File: src/rtl/ranging_sequencer.sv
// Ultrasonic ranging controller: periodic trigger, echo edge timing, rise/width timeout.
// Latency: raw echo edge seen 2 cycles later; meas_valid 1 cycle after detected fall. No backpressure.
// Optional MEDIAN3_EN: echo_cycles presents the median of the last three accepted widths.
module ranging_sequencer #(
  parameter int TRIG_CYCLES   = 120,
  parameter int ECHO_TIMEOUT  = 360000,
  parameter int PERIOD_CYCLES = 720000,
  parameter int CNT_W         = 32
) (
  input  logic             clk,
  input  logic             reset,
  input  logic             enable,
  input  logic             start,
  input  logic             echo,
  output logic             trig,
  output logic [CNT_W-1:0] echo_cycles,
  output logic             meas_valid,
  output logic             meas_timeout,
  output logic             busy
);

  typedef enum logic [2:0] {
    IDLE,
    TRIG,
    WAIT_RISE,
    MEASURE,
    HOLDOFF
  } state_t;

  localparam logic [CNT_W-1:0] TRIG_LAST = CNT_W'(TRIG_CYCLES - 1);
  localparam logic [CNT_W-1:0] TMO_LAST  = CNT_W'(ECHO_TIMEOUT - 1);
  localparam logic [CNT_W-1:0] TMO_MAX   = CNT_W'(ECHO_TIMEOUT);
  localparam logic [CNT_W-1:0] PER_LAST  = CNT_W'(PERIOD_CYCLES - 1);
  localparam logic [CNT_W-1:0] CNT_MAX   = '1;

  state_t           state_q;
  logic             echo_m_q, echo_s_q, echo_d_q;
  logic             trig_q, busy_q, meas_valid_q, meas_timeout_q;
  logic [CNT_W-1:0] per_q, cnt_q, width_q, echo_cycles_q;
  logic [CNT_W-1:0] echo_cycles_d;
  logic             echo_rise, echo_fall;

  assign echo_rise = echo_s_q & ~echo_d_q;
  assign echo_fall = ~echo_s_q & echo_d_q;

  always_ff @(posedge clk) begin
    if (reset) begin
      echo_m_q <= 1'b0;
      echo_s_q <= 1'b0;
      echo_d_q <= 1'b0;
    end else begin
      echo_m_q <= echo;
      echo_s_q <= echo_m_q;
      echo_d_q <= echo_s_q;
    end
  end

  always_ff @(posedge clk) begin
    if (reset) begin
      state_q        <= IDLE;
      trig_q         <= 1'b0;
      busy_q         <= 1'b0;
      meas_valid_q   <= 1'b0;
      meas_timeout_q <= 1'b0;
      per_q          <= '0;
      cnt_q          <= '0;
      width_q        <= '0;
      echo_cycles_q  <= '0;
    end else begin
      meas_valid_q   <= 1'b0;
      meas_timeout_q <= 1'b0;
      if (per_q != CNT_MAX) per_q <= per_q + 1'b1;
      case (state_q)
        IDLE: begin
          if (enable || start) begin
            state_q <= TRIG;
            trig_q  <= 1'b1;
            busy_q  <= 1'b1;
            cnt_q   <= '0;
            per_q   <= '0;
          end
        end
        TRIG: begin
          if (cnt_q == TRIG_LAST) begin
            state_q <= WAIT_RISE;
            trig_q  <= 1'b0;
            cnt_q   <= '0;
          end else begin
            cnt_q <= cnt_q + 1'b1;
          end
        end
        WAIT_RISE: begin
          // A rise in the final waiting cycle still wins over the timeout.
          if (echo_rise) begin
            state_q <= MEASURE;
            width_q <= CNT_W'(1);
          end else if (cnt_q == TMO_LAST) begin
            state_q        <= HOLDOFF;
            meas_timeout_q <= 1'b1;
          end else begin
            cnt_q <= cnt_q + 1'b1;
          end
        end
        MEASURE: begin
          if (echo_fall) begin
            state_q       <= HOLDOFF;
            echo_cycles_q <= echo_cycles_d;
            meas_valid_q  <= 1'b1;
          end else if (width_q >= TMO_MAX) begin
            state_q        <= HOLDOFF;
            meas_timeout_q <= 1'b1;
          end else if (echo_s_q && width_q != CNT_MAX) begin
            width_q <= width_q + 1'b1;
          end
        end
        HOLDOFF: begin
          if (per_q == PER_LAST) begin
            if (enable) begin
              state_q <= TRIG;
              trig_q  <= 1'b1;
              cnt_q   <= '0;
              per_q   <= '0;
            end else begin
              state_q <= IDLE;
              busy_q  <= 1'b0;
            end
          end
        end
        default: begin
          state_q <= IDLE;
          trig_q  <= 1'b0;
          busy_q  <= 1'b0;
        end
      endcase
    end
  end

`ifdef MEDIAN3_EN
  logic [CNT_W-1:0] hist0_q, hist1_q;
  logic [1:0]       fill_q;
  logic [CNT_W-1:0] lo_d, hi_d, med_d;
  logic             accept_d;

  // hist0_q is the previous accepted width, hist1_q the one before it.
  always_comb begin
    accept_d      = (state_q == MEASURE) && echo_fall;
    lo_d          = (width_q < hist0_q) ? width_q : hist0_q;
    hi_d          = (width_q < hist0_q) ? hist0_q : width_q;
    med_d         = (hist1_q < lo_d) ? lo_d : ((hist1_q > hi_d) ? hi_d : hist1_q);
    echo_cycles_d = (fill_q == 2'd2) ? med_d : width_q;
  end

  always_ff @(posedge clk) begin
    if (reset) begin
      hist0_q <= '0;
      hist1_q <= '0;
      fill_q  <= 2'd0;
    end else if (accept_d) begin
      hist1_q <= hist0_q;
      hist0_q <= width_q;
      if (fill_q != 2'd2) fill_q <= fill_q + 2'd1;
    end
  end
`else
  assign echo_cycles_d = width_q;
`endif

  assign trig         = trig_q;
  assign busy         = busy_q;
  assign meas_valid   = meas_valid_q;
  assign meas_timeout = meas_timeout_q;
  assign echo_cycles  = echo_cycles_q;

endmodule

File: config.mk
export PLATFORM = sky130hd
export DESIGN_NAME = ranging_sequencer
export DESIGN_NICKNAME = d
export VERILOG_FILES = /design/src/rtl/ranging_sequencer.sv
export SDC_FILE = /design/constraint.sdc
export NUM_CORES = 1
export LEC_CHECK = 0
export ABC_AREA = 1
export CAP_MARGIN = 15
export CORE_UTILIZATION = 23
export CTS_CLUSTER_SIZE = 14
export DETAILED_ROUTE_END_ITERATION = 10
export HOLD_SLACK_MARGIN = 0.02
export SLEW_MARGIN = 25
export SYNTH_ARGS = -nofsm -noshare
export SYNTH_HDL_FRONTEND = slang
export SYNTH_SLANG_ARGS = --single-unit
export TNS_END_PERCENT = 100
File: constraint.sdc
create_clock -name clk -period 2.8 [get_ports clk]
set_clock_uncertainty 0.05 [all_clocks]
set_input_delay 0.56 -clock clk [delete_from_list [all_inputs] [get_ports clk]]
set_output_delay 0.56 -clock clk [all_outputs]
set_load 0.03 [all_outputs]
==> results of run 1 <==
cell usage after synthesis, drive strengths merged:
cell type,instances,area (um^2)
nand2,353,1370
nor2,244,948.4
dfxtp,138,2763
a21oi,124,658.1
inv,110,412.9
nand3,67,340.3
o21ai,43,222.7
xor2,26,227.7
nor3,25,125.1
buf,22,165.2
clkbuf,22,82.58
nand4,18,118.9
or2,10,62.56
xnor2,7,61.31
ha,4,50.05
nand3b,2,15.01
o211ai,2,15.01
o21bai,2,15.01
a211oi,1,7.510
a22oi,1,7.510
a31oi,1,6.260
clkinv,1,3.750
mux2i,1,10.01
o21a,1,7.510
o31ai,1,7.510
where the power goes:
group / leakage [uW] / total [uW] / switching [uW] / internal (uW)
registers: 0.00112 / 2290 / 172 / 2120
logic: 0.00196 / 1960 / 1380 / 578
clock network: 0.000283 / 2330 / 890 / 1440
metrics by stage:
| stage | hold WS [ns] | utilization | std cells | area (um^2) |
|---|---|---|---|---|
| 2_1_floorplan | 0.3383 | - | 1226 | 7704 |
| 3_3_place_gp | 0.3508 | 0.2598 | 1677 | 8517 |
| 3_5_place_dp | 0.3477 | 0.2598 | 1677 | 8517 |
| 4_1_cts | 0.3640 | 0.2781 | 1707 | 9117 |
| 5_1_grt | 0.3962 | 0.2781 | 1707 | 9117 |
| 6_report | 0.3585 | 0.2781 | 1707 | 9117 |
worst max-delay path: stages (launching register included):
cell	delay [ns]
dfxtp_1	0.43
ha_1	0.31
inv_1	0.12
nor2_4	0.21
nand2_4	0.10
nor2_4	0.13
nand4_1	0.16
nand4_2	0.11
buf_4	0.34
nand2_1	0.13
a21oi_2	0.14
sequential cells by signal, indices dropped and copies added, names as in the netlist:
register / flops
echo_cycles: 32
busy: 1
meas_valid: 1
echo_m_q: 1
per_q: 32
echo_cycles_d: 32
trig: 1
state_q: 3
echo_s_q: 1
meas_timeout: 1
echo_d_q: 1
cnt_q: 32
layout make-up:
type | count | area (um^2)
fill | 3600 | 23670
multi-input combinational | 933 | 4279
sequential | 138 | 2763
tap | 442 | 553.0
timing repair buffer | 53 | 505.5
clock buffer | 19 | 452.9
inverter | 111 | 416.7
clock inverter | 11 | 147.6
worst max-delay path by stage:
| stage | startpoint | end | slack, ns | cells after the start |
|---|---|---|---|---|
| after floorplan | cnt_q[0] | cnt_q[8] | 0.94 | 11 |
| after global placement | enable | per_q[19] | 0.44 | 9 |
| after detailed placement | enable | per_q[23] | 0.44 | 9 |
| after CTS | cnt_q[0] | cnt_q[8] | 0.50 | 10 |
| after global routing | cnt_q[0] | cnt_q[10] | 0.33 | 10 |
| final | cnt_q[0] | cnt_q[8] | 0.48 | 10 |
per-layer routing:
metal	vias up	global-route usage	share of wire	wire, um
met5	-	0	0	0
met4	0	0.03372	0.012	255
met3	17	0.02635	0.041	851
met2	146	0.1988	0.44	9086
met1	3419	0.1726	0.51	10590
li1	3941	-	-	-
kinds of logic after synthesis:
group	Yosys count	share of synthesized area
mux	1	0.001299
buf+inv	155	0.08624
compound gates	176	0.1230
fa+ha+maj	4	0.006497
simple gates	719	0.3869
xor+xnor	33	0.03752
flops	138	0.3586
==> results.md, run 1 <==
* Residual overflow from global routing at 0
* Mapped cell area at 0.007704 mm^2
* DR vias/cell at 4.407
* Post-CTS Resized at 0
* RSZ-0062 raised after global routing: false
* Netlist cell types at 37
* Min-delay src: echo_m_q
* Ys Warns at 0
* Gpl congestion at 0.9126
* Routed vias at 7523
* Fin crit share at 0.8285
* Die H at 185.0 um
* Rel. slew slack at 0.5829
* H-tree Lvls at 4
* Total Power at 6574 uW
* DRT antenna net count at 0
* Mapped Nets at 1235
* Layout area overhead at 18.35%
* Setup TNS at 0 ns
* Cell count after synthesis at 1226
* R2r startpoint: cnt_q[0]
* Total Die Area at 0.03423 mm^2
* Drt pass-1 iters at 6
* TritonCTS Buffers at 17
* Status: finished clean
* Most frequent cells in the layout: 337 x nand2_1, 238 x nor2_1, 138 x dfxtp_1
* Arrival time at the worst endpoint at 2.62 ns
* Die W at 185.0 um
* Port bufs at 40
* Worst-path clk slew at 0.06 ns
* Initial Util at 0.2350
* Place WS at 0.4392 ns
* Total track usage at 0.1260
* Crit Path Max Fanout at 32
* FF-to-FF End: cnt_q[8]
* Mean area per synthesized cell at 6.284 um^2
* Number of DRC markers in iteration 0 at 577
* Fraction of layout cells with a size suffix above 1 at 0.07431
* Worst reg2reg path depth at 10
* Dpl hpwl at 14.73 mm
* Initial antenna violation count at 0
* Num ports at 41
* Worst-margin pin slew at 0.6240 ns
* # rows at 66
* DRC at 0
* Nets at 1263
* Hold buffer count at cts at 0
* Hold path cells at 2
* Core Area at 0.03278 mm^2
* Clock Sinks at 138
* Worst Hold Path EP: echo_s_q
* Number of global-route vias before repair at 6963
* Critical path class: reg2reg
* VDD IR-drop max at 0.3628 mV
* Fin. Hold Viols at 0
* Largest net degree at the start of global routing at 48
* Kind of end point of the critical path: register
* Clock buffer depth at 2
* Total Routed Length at 20.78 mm
* Leakage at 0.003353 uW
* CP Data Required Time at 3.10 ns
* Commonest non-fill, non-tap cell in the layout: nand2_1
* # diodes at 0
* Post-synthesis sequential area ratio at 0.3586
* Reg2Reg Setup Slack at 0.48 ns
* Final worst setup slack at 0.4803 ns
* Max Cap Violations at 0
* Tmin final at 2.320 ns
* CTS tree: built
* Wire per inst at 12.17 um
* Crit start category: register
* Final Setup Violations at 0
* Postcts setup bufs at 0
* Fmax achieved at 431.1 MHz
* Clk root buf: clkbuf_16
* HP Class: reg2reg
* PwrDens at 721.1 mW/mm^2
* Seq cells post-synth at 138
* Worst-Skew Late Latency at 0.42 ns
* Slew Limit Fails at 0
* First-pass GRT wire length at 34.64 mm
No activity file was read; power rests on OpenSTA's default activity.
==> inputs of run 2 (changes only) <==
==> constraint.sdc (replaced) <==
create_clock -name clk -period 2.2 [get_ports clk]
set_clock_uncertainty 0.05 [all_clocks]
set_input_delay 0.44 -clock clk [delete_from_list [all_inputs] [get_ports clk]]
set_output_delay 0.44 -clock clk [all_outputs]
set_load 0.03 [all_outputs]
==> results.md, run 2 (synthesis results as in run 1) <==
* RSZ-0062 raised after global routing: false
* DP Area at 0.008635 mm^2
* Drt pass-1 iters at 5
* Residual overflow from global routing at 0
* Tmin final at 2.039 ns
* Status: finished clean
* Hold buffer count at cts at 0
* Storage element area at 0.002764 mm^2
* Wire per inst at 12.04 um
* Initial antenna violation count at 0
* Crit Path Max Fanout at 17
* CP Data Required Time at 2.50 ns
* Number of global-route vias before repair at 7022
* CTS tree: built
* Nets at 1272
* Leakage at 0.003418 uW
* Clock Sinks at 138
* Worst-margin pin slew at 0.4598 ns
* Total track usage at 0.1283
* Total Routed Length at 20.67 mm
* Routed vias at 7549
* Total Die Area at 0.03423 mm^2
* Crit start category: register
* DR vias/cell at 4.397
* Die W at 185.0 um
* PwrDens at 920.6 mW/mm^2
* # diodes at 0
* Kind of end point of the critical path: register
* Critical path class: reg2reg
* TritonCTS Buffers at 17
* Post-CTS Resized at 0
* VDD IR-drop max at 0.5997 mV
* HP Class: reg2reg
* Largest net degree at the start of global routing at 57
* Clk root buf: clkbuf_16
* Number of DRC markers in iteration 0 at 568
* Num ports at 41
* Core Area at 0.03278 mm^2
* Clock buffer depth at 2
* Final Instance Area at 0.009214 mm^2
* H-tree Lvls at 4
* Initial Util at 0.2350
* Worst-path clk slew at 0.06 ns
* First-pass GRT wire length at 35.44 mm
* Setup TNS at 0 ns
* Arrival time at the worst endpoint at 2.34 ns
* Fmax achieved at 490.4 MHz
* Dpl hpwl at 14.68 mm
* Layout area overhead at 19.60%
* Port bufs at 40
* Fin crit share at 0.9270
* Worst-Skew Late Latency at 0.43 ns
* Gpl congestion at 0.8986
* Filler cells at 3615
* DRT antenna net count at 0
* Max Cap Violations at 0
* Die H at 185.0 um
* # rows at 66
* Most frequent cells in the layout: 337 x nand2_1, 238 x nor2_1, 137 x dfxtp_1
* Area of the multi-input gates at 0.004284 mm^2
* Rel. slew slack at 0.6911
* DRC at 0
* Postcts setup bufs at 0
* Final Setup Violations at 0
* Slew Limit Fails at 0
* Commonest non-fill, non-tap cell in the layout: nand2_1
* Fin. Hold Viols at 0
* Fraction of layout cells with a size suffix above 1 at 0.08078
-- run 2: final cells by class --
type,instances,area share
clock buffer,19,0.04699
inverter,111,0.04522
timing repair buffer,62,0.06763
sequential,138,0.3000
clock inverter,12,0.01521
tap,442,0.06002
multi-input combinational,933,0.4650
-- run 2: worst paths after layout --
path         cells after the start  slack [ns]  startpoint         to
max                             10        0.16    cnt_q[0]  cnt_q[26]
min                              2        0.36    echo_m_q   echo_s_q
max reg2reg                     10        0.16    cnt_q[0]  cnt_q[26]
min reg2reg                      2        0.36    echo_m_q   echo_s_q
-- run 2: routing by layer --
metal | GRT usage | up-vias | part of all wire
li1 | - | 3955 | -
met1 | 0.1797 | 3412 | 0.51
met2 | 0.1986 | 171 | 0.43
met3 | 0.02890 | 11 | 0.050
met4 | 0.02843 | 0 | 0.0077
met5 | 0 | - | 0
-- run 2: metrics by stage --
stage,power (uW),setup slack (ns),cells,util,hold slack (ns)
finish,8482,0.1607,1717,0.2810,0.3588
global route,9005,0.003698,1717,0.2810,0.3943
CTS,8535,0.1524,1717,0.2809,0.3664
detailed placement,5646,0.1380,1686,0.2634,0.3559
global placement,5634,0.1625,1686,0.2634,0.3554
floorplan,4997,0.3443,1226,-,0.3383
-- run 2: power breakdown --
part	internal [uW]	switching, uW	total (uW)	leakage, uW
Sequential	2700	216	2910	0.00112
Clock	1680	1190	2870	0.000283
Combinational	895	1810	2700	0.00202
Total	5270	3210	8480	0.00342
-- run 2: critical path, stage by stage, from the launching register on --
cell and delay (ns):
dfxtp_1 0.41, ha_1 0.19, inv_1 0.09, nor2_4 0.23
nand2_4 0.12, nor2_4 0.13, nand4_1 0.14, nand4_2 0.13
buf_4 0.24, nand2_1 0.07, a21oi_1 0.15
==> inputs of run 3 (changes only) <==
--- a/config.mk
+++ b/config.mk
@@ -10,6 +10,7 @@
 export CORE_UTILIZATION = 23
 export CTS_CLUSTER_SIZE = 14
 export DETAILED_ROUTE_END_ITERATION = 10
+export GPL_TIMING_DRIVEN = 0
 export HOLD_SLACK_MARGIN = 0.02
 export SLEW_MARGIN = 25
 export SYNTH_ARGS = -nofsm -noshare
==> results.md, run 3 (synthesis results as in run 1) <==
* Status: finished clean
* Num ports at 41
* Postcts setup bufs at 0
* CP cell instances: ha_4 > inv_2 > nor2_4 > nand3_1 > nor2_1 > nand2_1 > nand2_2 > nand3_2 > o21ai_4 > buf_6 > a21oi_1
* Wire per inst at 12.58 um
* Initial Util at 0.2350
* Tmin final at 2.038 ns
* Slowest cell on crit path: dfxtp_2
* Clock buffer depth at 2
* Delay of the slowest critical-path stage at 0.38 ns
* Routed vias at 7777
* Worst-Skew Late Latency at 0.44 ns
* Critical path class: reg2reg
* First-pass GRT wire length at 36.31 mm
* VDD IR-drop max at 0.5919 mV
* Place WS at -0.1589 ns
* Area of the multi-input gates at 0.004339 mm^2
* CTS tree: built
* Internal power at 5185 uW
* H-tree Lvls at 4
* Total Routed Length at 21.89 mm
* # rows at 66
* Reg2Reg Setup Slack at 0.16 ns
* Number of DRC markers in iteration 0 at 526
* Crit Path Max Fanout at 10
* Worst-margin pin slew at 0.6999 ns
* Rel. slew slack at 0.5334
* Final Setup Violations at 0
* Storage element area at 0.002766 mm^2
* Layout area overhead at 20.98%
* CP Data Required Time at 2.46 ns
* Total track usage at 0.1329
* # placed instances at 1708
* Final Instance Count excl. Fillers at 1740
* Fmax achieved at 490.7 MHz
* Fin. Hold Viols at 0
* Total Die Area at 0.03423 mm^2
* Gpl congestion at 0.9428
* Die H at 185.0 um
* Clk root buf: clkbuf_16
* Worst-path clk slew at 0.07 ns
* DR vias/cell at 4.470
* Seq pwr share at 0.340
* Slew Limit Fails at 0
* Commonest non-fill, non-tap cell in the layout: nand2_1
* Worst reg2reg path depth at 11
* Residual overflow from global routing at 0
* # diodes at 0
* Kind of end point of the critical path: register
* Filler cells at 3655
* Sw Share at 0.4019
* Number of global-route vias before repair at 7216
* Hold path cells at 2
* HP Class: reg2reg
* Sw Pwr at 3485 uW
* Fraction of layout cells with a size suffix above 1 at 0.08475
* Arrival time at the worst endpoint at 2.29 ns
* Most frequent cells in the layout: 337 x nand2_1, 236 x nor2_1, 135 x dfxtp_1
* RSZ-0062 raised after global routing: false
* Nets at 1294
* Initial antenna violation count at 0
* Fin crit share at 0.9263
* Max Cap Violations at 0
* Crit start category: register
* Port bufs at 40
* Drt pass-1 iters at 5
* TritonCTS Buffers at 17
* Leakage at 0.003424 uW
* PwrDens at 930.2 mW/mm^2
* Clock Sinks at 138
* Final worst setup slack at 0.1621 ns
* Dpl hpwl at 16.40 mm
* DRT antenna net count at 0
* Largest net degree at the start of global routing at 18
* Gate power share at 0.327
* Clk network pwr share at 0.333
* Die W at 185.0 um
* DRC at 0
* Core Area at 0.03278 mm^2
* Total Power at 8669 uW
## run 3: cell types whose count changed in the layout (fill, tap and decap cells not counted), moves of 3 or more
cell      delta
clkbuf_1    +19
buf_4       -16
buf_6        +9
buf_2        +8
buf_12       -5
clkinv_4     -4
clkinv_8     +4
inv_8        +4
buf_1        +3
## run 3: timing repair
action                                  CTS  global route
hold buffers                              0             0
resized for setup                         3            14
endpoints found under the setup margin   64            78
pin swaps                                 0             1
## run 3: worst max-delay path, delay by kind of cell, from the launching register on
| kind | cells | cell delay (ns) |
|---|---|---|
| and+or+nand+nor | 6 | 0.75 |
| DFF | 1 | 0.38 |
| AOI/OAI and AO/OA | 2 | 0.29 |
| buffers and inverters | 2 | 0.25 |
| adders and majority gates | 1 | 0.18 |
## run 3: through the flow
step | util | cell area (um^2) | hold slack, ns | TNS (ns)
5_1_grt | 0.2843 | 9320 | 0.4062 | 0
4_1_cts | 0.2826 | 9265 | 0.3556 | 0
6_report | 0.2843 | 9320 | 0.3558 | 0
3_3_place_gp | 0.2641 | 8657 | 0.3428 | -5.360
2_1_floorplan | - | 7704 | 0.3383 | 0
3_5_place_dp | 0.2641 | 8657 | 0.3463 | -4.360
## run 3: cell type report
class | instances | area share
clock inverters | 15 | 0.01826
clock buffers | 17 | 0.04564
flip-flops and latches | 138 | 0.2968
inverters | 111 | 0.04470
well taps | 442 | 0.05934
multi-input cells | 933 | 0.4656
plain buffers | 44 | 0.02672
repair buffers | 40 | 0.04296
## run 3: routing by layer
layer  wire length [um]  global-route usage  share of wire
met5                  0                   0              0
met4                376             0.04628          0.017
met3               1171             0.02536          0.053
met2               9476              0.2093           0.43
met1              10870              0.1798           0.50
## run 3: power groups by stage
stage | combinational [uW] | sequential, uW | clock, uW
after floorplan | 2050 | 2940 | 0
after CTS | 2790 | 2920 | 2950
final | 2840 | 2950 | 2890
after detailed placement | 2760 | 2970 | 0
after global placement | 2730 | 2970 | 0
after global routing | 3150 | 2970 | 3070
## run 3: worst paths after layout
| kind | end | startpoint |
|---|---|---|
| max | per_q[9] | per_q[0] |
| min reg2reg | echo_s_q | echo_m_q |
| min | echo_s_q | echo_m_q |
| max reg2reg | per_q[9] | per_q[0] |
